`config.mk`:
```
export PLATFORM = sky130hd
export DESIGN_NAME = sar_ctrl_10b
export DESIGN_NICKNAME = d
export VERILOG_FILES = /design/src/rtl/sar_pkg.sv /design/src/rtl/sar_cmp_watchdog.sv /design/src/rtl/sar_ctrl_10b.sv
export SDC_FILE = /design/constraint.sdc
export NUM_CORES = 1
export LEC_CHECK = 0
export CAP_MARGIN = 20
export CORE_MARGIN = 2
export CORE_UTILIZATION = 40
export DETAILED_ROUTE_END_ITERATION = 8
export DONT_BUFFER_PORTS = 1
export PLACE_DENSITY = 0.68
export SLEW_MARGIN = 20
export SYNTH_ARGS = -nofsm -noshare
export SYNTH_HDL_FRONTEND = slang
export SYNTH_SLANG_ARGS = --single-unit
```
`constraint.sdc`:
```
create_clock -name clk -period 2.2 [get_ports clk]
set_input_delay 0.33 -clock clk [delete_from_list [all_inputs] [get_ports clk]]
set_output_delay 0.33 -clock clk [all_outputs]
set_load 0.03 [all_outputs]
```
`src/rtl/sar_pkg.sv`:
```
//------------------------------------------------------------------------------
// Module   : sar_pkg
// Brief    : Shared types, default constants and trial-word helper for the SAR
// Revision : 1.0 - initial release
//------------------------------------------------------------------------------
`default_nettype none

package sar_pkg;

  localparam int unsigned c_nbit        = 10;
  localparam int unsigned c_sample_cyc  = 4;
  localparam int unsigned c_cmp_timeout = 8;

  typedef enum logic [2:0] {
    IDLE    = 3'd0,
    SAMPLE  = 3'd1,
    COMPARE = 3'd2,
    DECIDE  = 3'd3,
    DONE    = 3'd4
  } sar_state_t;

  function automatic logic [31:0] trial_word(input logic [31:0] result, input logic [4:0] idx);
    trial_word = result | (32'd1 << idx);
  endfunction

endpackage

`default_nettype wire

```
`src/rtl/sar_cmp_watchdog.sv`:
```
//------------------------------------------------------------------------------
// Module   : sar_cmp_watchdog
// Brief    : Per-bit comparator wait counter; pulses expire when CMP_RDY is late
// Revision : 1.0 - initial release
//------------------------------------------------------------------------------
`default_nettype none

module sar_cmp_watchdog
  import sar_pkg::*;
#(
  parameter int unsigned CMP_TIMEOUT = c_cmp_timeout
) (
  input  logic clk,
  input  logic rst_n,
  input  logic restart,
  input  logic cmp_rdy,
  output logic expire
);

  localparam int unsigned c_cw = $clog2(CMP_TIMEOUT + 1);

  logic [c_cw-1:0] r_cnt;

  // Counts completed wait cycles; held at zero outside the wait window, saturating inside
  always_ff @(posedge clk or negedge rst_n) begin
    if (!rst_n) begin
      r_cnt <= '0;
    end else if (restart) begin
      r_cnt <= '0;
    end else if (r_cnt != c_cw'(CMP_TIMEOUT)) begin
      r_cnt <= r_cnt + 1'b1;
    end
  end

  assign expire = !restart && !cmp_rdy && (r_cnt == c_cw'(CMP_TIMEOUT - 1));

endmodule

`default_nettype wire

```
`src/rtl/sar_ctrl_10b.sv`:
```
//------------------------------------------------------------------------------
// Module   : sar_ctrl_10b
// Brief    : 10-bit SAR sequencer driving differential CDAC switches
// Revision : 1.0 - initial release
//------------------------------------------------------------------------------
`default_nettype none

module sar_ctrl_10b
  import sar_pkg::*;
#(
  parameter int unsigned NBIT        = c_nbit,
  parameter int unsigned SAMPLE_CYC  = c_sample_cyc,
  parameter int unsigned CMP_TIMEOUT = c_cmp_timeout
) (
  input  logic            clk,
  input  logic            rst_n,
  input  logic            start,
  input  logic            cmp_out,
  input  logic            cmp_rdy,
  output logic            smpl,
  output logic            cmp_en,
  output logic [NBIT-1:0] dac_p,
  output logic [NBIT-1:0] dac_n,
  output logic [NBIT-1:0] dout,
  output logic            dvalid,
  output logic            busy,
  output logic            timeout_flag
);

  localparam int unsigned c_iw  = (NBIT > 1) ? $clog2(NBIT) : 1;
  localparam int unsigned c_scw = (SAMPLE_CYC > 1) ? $clog2(SAMPLE_CYC) : 1;

  sar_state_t       r_state;
  logic [c_iw-1:0]  r_idx;
  logic [NBIT-1:0]  r_result;
  logic [c_scw-1:0] r_scnt;

  logic            w_restart;
  logic            w_expire;
  logic            w_dec;
  logic [NBIT-1:0] w_trial;
  logic [NBIT-1:0] w_trial_nxt;
  logic [NBIT-1:0] w_res_upd;

  assign w_restart   = (r_state != COMPARE);
  assign w_dec       = cmp_rdy & cmp_out;
  assign w_trial     = NBIT'(trial_word(32'(r_result), 5'(r_idx)));
  assign w_trial_nxt = NBIT'(trial_word(32'(r_result), 5'(r_idx - 1'b1)));
  assign w_res_upd   = r_result | (NBIT'(w_dec) << r_idx);

  sar_cmp_watchdog #(
    .CMP_TIMEOUT (CMP_TIMEOUT)
  ) u_watchdog (
    .clk     (clk),
    .rst_n   (rst_n),
    .restart (w_restart),
    .cmp_rdy (cmp_rdy),
    .expire  (w_expire)
  );

  always_ff @(posedge clk or negedge rst_n) begin
    if (!rst_n) begin
      r_state      <= IDLE;
      r_idx        <= c_iw'(NBIT - 1);
      r_result     <= '0;
      r_scnt       <= '0;
      smpl         <= 1'b0;
      cmp_en       <= 1'b0;
      dac_p        <= '0;
      dac_n        <= '0;
      dout         <= '0;
      dvalid       <= 1'b0;
      busy         <= 1'b0;
      timeout_flag <= 1'b0;
    end else begin
      case (r_state)
        IDLE: begin
          if (start) begin
            r_state      <= SAMPLE;
            r_idx        <= c_iw'(NBIT - 1);
            r_result     <= '0;
            r_scnt       <= '0;
            smpl         <= 1'b1;
            busy         <= 1'b1;
            timeout_flag <= 1'b0;
          end
        end
        SAMPLE: begin
          if (r_scnt == c_scw'(SAMPLE_CYC - 1)) begin
            r_state <= COMPARE;
            smpl    <= 1'b0;
            cmp_en  <= 1'b1;
            dac_p   <= w_trial;
            dac_n   <= ~w_trial;
          end else begin
            r_scnt <= r_scnt + 1'b1;
          end
        end
        COMPARE: begin
          // A watchdog expiry forces a zero decision because w_dec is gated by cmp_rdy
          if (cmp_rdy || w_expire) begin
            r_state  <= DECIDE;
            cmp_en   <= 1'b0;
            r_result <= w_res_upd;
            dac_p    <= w_res_upd;
            dac_n    <= ~w_res_upd;
            if (!cmp_rdy) begin
              timeout_flag <= 1'b1;
            end
          end
        end
        DECIDE: begin
          if (r_idx == '0) begin
            r_state <= DONE;
            dout    <= r_result;
            dvalid  <= 1'b1;
            busy    <= 1'b0;
            dac_p   <= '0;
            dac_n   <= '0;
          end else begin
            r_state <= COMPARE;
            r_idx   <= r_idx - 1'b1;
            cmp_en  <= 1'b1;
            dac_p   <= w_trial_nxt;
            dac_n   <= ~w_trial_nxt;
          end
        end
        DONE: begin
          r_state <= IDLE;
          dvalid  <= 1'b0;
        end
        default: begin
          r_state <= IDLE;
        end
      endcase
    end
  end

endmodule

`default_nettype wire

```
==> impl_metrics.json <==
{
  "status": "finished clean",
  "synthSimpleGateAreaFrac_pct": 20.4,
  "drt_pass1_iterations": 5,
  "post_dp_cell_area_sq_um": 3370,
  "holdCritStartpoint": "start",
  "clock_latency_ns": 0.35,
  "track_usage_pct": 20.2,
  "max_stage_delay_ns": 0.53,
  "power.leakage_nw": 1.60,
  "crit_chain": "inv_1 -> ha_1 -> or3b_4 -> nand3_4 -> a211o_1 -> o311ai_1 -> a22o_1",
  "cts_tree": "done",
  "synth-seq-cells": 58,
  "synth_top_family_by_area": "compound AO/OA/AOI/OAI gates",
  "drtAntennaViolNets": 0,
  "timing.rr.start": "r_idx[0]$_DFFE_PN1P_",
  "post-route-min-period_ns": 2.11,
  "drv_slew": 0,
  "routed_wl_um": 8280,
  "synth_cell_types": 56,
  "yosys.area.top_type": "dfrtp_1",
  "drv_cap": 0,
  "syn_nets": 362,
  "synth_compound_gate_area_share_pct": 20.6,
  "worst-path-buf-inv": 1,
  "ir_worst_vdd_mv": 0.348,
  "multi_input_area_sq_um": 1640,
  "hold-path-cell-count": 2,
  "nFillCells": 763,
  "synth_common_cells": "dfrtp_1, nor2_1, nand2_1, a21oi_1, nor3_1",
  "r2r_slack_ns": 0.09,
  "cts_sinks": 58,
  "seq_area_sq_um": 1450,
  "setup_violations": 0,
  "routedWlPerCell_um": 17.8,
  "syn_to_final_growth_pct": 13.4,
  "grt_pass1_wl_um": 13800,
  "end_kind": "flip-flop",
  "avgSynthCellArea_sq_um": 9.26,
  "cts.path.max_buffers": 2,
  "synthXorXnorAreaFrac_pct": 0.542,
  "drc": 0,
  "diodes": 0,
  "muxShareOfSynthArea_pct": 5.46,
  "pin_count": 40,
  "crit_type": "reg2reg",
  "max_freq_ghz": 0.473,
  "critical_path.top_delay_family": "compound AO/OA/AOI/OAI gates",
  "grt_pass1_vias": 2652,
  "synth_top_area_share_pct": 43.3,
  "min_to": "smpl$_DFFE_PN0P_",
  "start_util_pct": 41.6,
  "antenna_found_initial": 0,
  "arrival_ns": 2.39,
  "worst_pin_slew_ns": 0.505,
  "fp.dieH_um": 93.9,
  "yosys_warnings": 0,
  "std_cell_rows": 32,
  "fp.dieW_um": 93.9,
  "final_layout_size_suffix_gt1_share_pct": 17.4,
  "viasPerCell": 5.94,
  "path_clk_slew_ns": 0.07,
  "power_density_nw_per_um2": 1490,
  "max_slew_margin_pct": 66.2,
  "crit_fanout": 14,
  "synth_area_leaders": "dfrtp_1, nor2_1, mux2_2, a21oi_1, a22o_1",
  "cts-root-buf": "clkbuf_8",
  "hpwl_um": 5820,
  "vias": 2754,
  "hold_violations": 0,
  "finalNonFillerCells": 464,
  "drt-initial-drc-count": 216,
  "nNetsFinal": 370,
  "yosys_most_used_dff": "dfrtp_1",
  "fin_skew_ns": 0.0105,
  "reg2regPathDepth": 7,
  "synthCells": 349,
  "dp.cells": 446,
  "synth-seq-area-share_pct": 45.0,
  "synth_edf_count": 0,
  "synthAdderAreaFrac_pct": 3.10,
  "required_ns": 2.48,
  "place.gp.congestion": 0.922,
  "grt_max_degree": 59,
  "slowest_stage": "dfstp_2",
  "async_flop_share_pct": 100,
  "rsz0062_at_grt": "no",
  "synthesis.area_sq_um": 3230,
  "overflow": 0,
  "critPathLaunchType": "flip-flop",
  "dieArea_sq_um": 8820,
  "finalCritPeriodShare_pct": 96.0,
  "io_buffers": 0,
  "hold_path.class": "in2reg",
  "setup_tns_ns": 0,
  "critPathLaunch": "r_idx[0]$_DFFE_PN1P_",
  "numCtsBuffers": 9,
  "design_area_sq_um": 3670,
  "core_area_sq_um": 7770,
  "worstReg2RegEnd": "dac_n[7]$_DFFE_PN0P_",
  "cts_htree_levels": 3
}
per-stage QoR:
| step | setup WS, ns | hold WS, ns | util, % | total power, W |
|---|---|---|---|---|
| after floorplan | 0.0287 | 0.0344 | - | 0.00366 |
| after global placement | 0.0693 | 0.0362 | 43.4 | 0.00414 |
| after detailed placement | 0.0120 | 0.0358 | 43.4 | 0.00419 |
| after CTS | 0.0819 | 0.198 | 47.1 | 0.00545 |
| after global routing | 0.00936 | 0.220 | 47.2 | 0.00583 |
| final | 0.0874 | 0.203 | 47.2 | 0.00546 |
kinds of logic after synthesis:
group,after synthesis
AND/OR/NAND/NOR,136
buffers and inverters,30
AO/OA/AOI/OAI,99
flip-flops,58
XOR/XNOR,2
adder cells (fa/ha/maj),8
multiplexers,16
how the worst max path moves through the flow:
stage | slack [ns] | end | depth (start not counted)
3_5_place_dp | 0.01 | dac_n[7]$_DFFE_PN0P_ | 7
6_report | 0.09 | dac_n[7]$_DFFE_PN0P_ | 7
5_1_grt | 0.009 | dac_n[8]$_DFFE_PN0P_ | 7
4_1_cts | 0.08 | dac_n[2]$_DFFE_PN0P_ | 7
3_3_place_gp | 0.07 | dac_n[7]$_DFFE_PN0P_ | 7
2_1_floorplan | 0.03 | dac_p[2]$_DFFE_PN0P_ | 8
what timing repair did:
action                                  4_1_cts  5_1_grt
buffers inserted                              0        0
hold buffers                                  2        0
endpoints found under the setup margin        1        5
gates resized for setup                       1        2
hold endpoints to repair                     58        0
metal layers:
layer  global-route usage, %  vias to the layer above  part of all wire [%]  wire length (um)
met5                       0                        -                     0                 0
met4                    8.21                        0                   2.5               206
met3                    6.58                       27                   8.0               659
met2                    29.9                      120                    44              3680
met1                    27.1                     1328                    45              3740
li1                        -                     1279                     -                 -
final cells by class:
type / instances / share of cell area [%]
clock buffers: 9 / 3.38
clock inverters: 7 / 3.21
inverters: 7 / 0.717
multi-input cells: 261 / 44.8
flip-flops and latches: 58 / 39.7
well taps: 102 / 3.48
repair buffers: 20 / 4.71
worst register-to-register path: stages, from the launching register on:
cell and delay [ns]:
dfstp_2 0.53, inv_1 0.08, ha_1 0.29, or3b_4 0.36, nand3_4 0.20, a211o_1 0.32, o311ai_1 0.10, a22o_1 0.17
cells in the final DEF (no fill, tap or decap), drive strengths merged, types with 8 or more instances in the layout:
cell,netlist,final
ha,8,8
a21oi,23,23
a211oi,10,10
nor3,23,23
nand2,26,26
buf,16,19
mux2,13,13
clkbuf,7,9
nor2,56,56
nand3,8,8
o21ai,21,21
dfrtp,56,56
a22o,13,13
power breakdown:
part	switching, W	total [W]	internal [W]
Sequential	0.000638	0.00199	0.00135
Combinational	0.00133	0.00227	0.000937
Clock	0.000446	0.00120	0.000751
flip-flops by register name (all words and copies together), names as in the netlist:
signal,cells
r_state,3
u_watchdog.r_cnt,4
dac_p,10
dout,10
r_idx,4
r_result,10
cmp_en,1
busy,1
timeout_flag,1
smpl,1
dac_n,10
r_scnt,2
dvalid,1
Power figures use the tool's default switching activity.
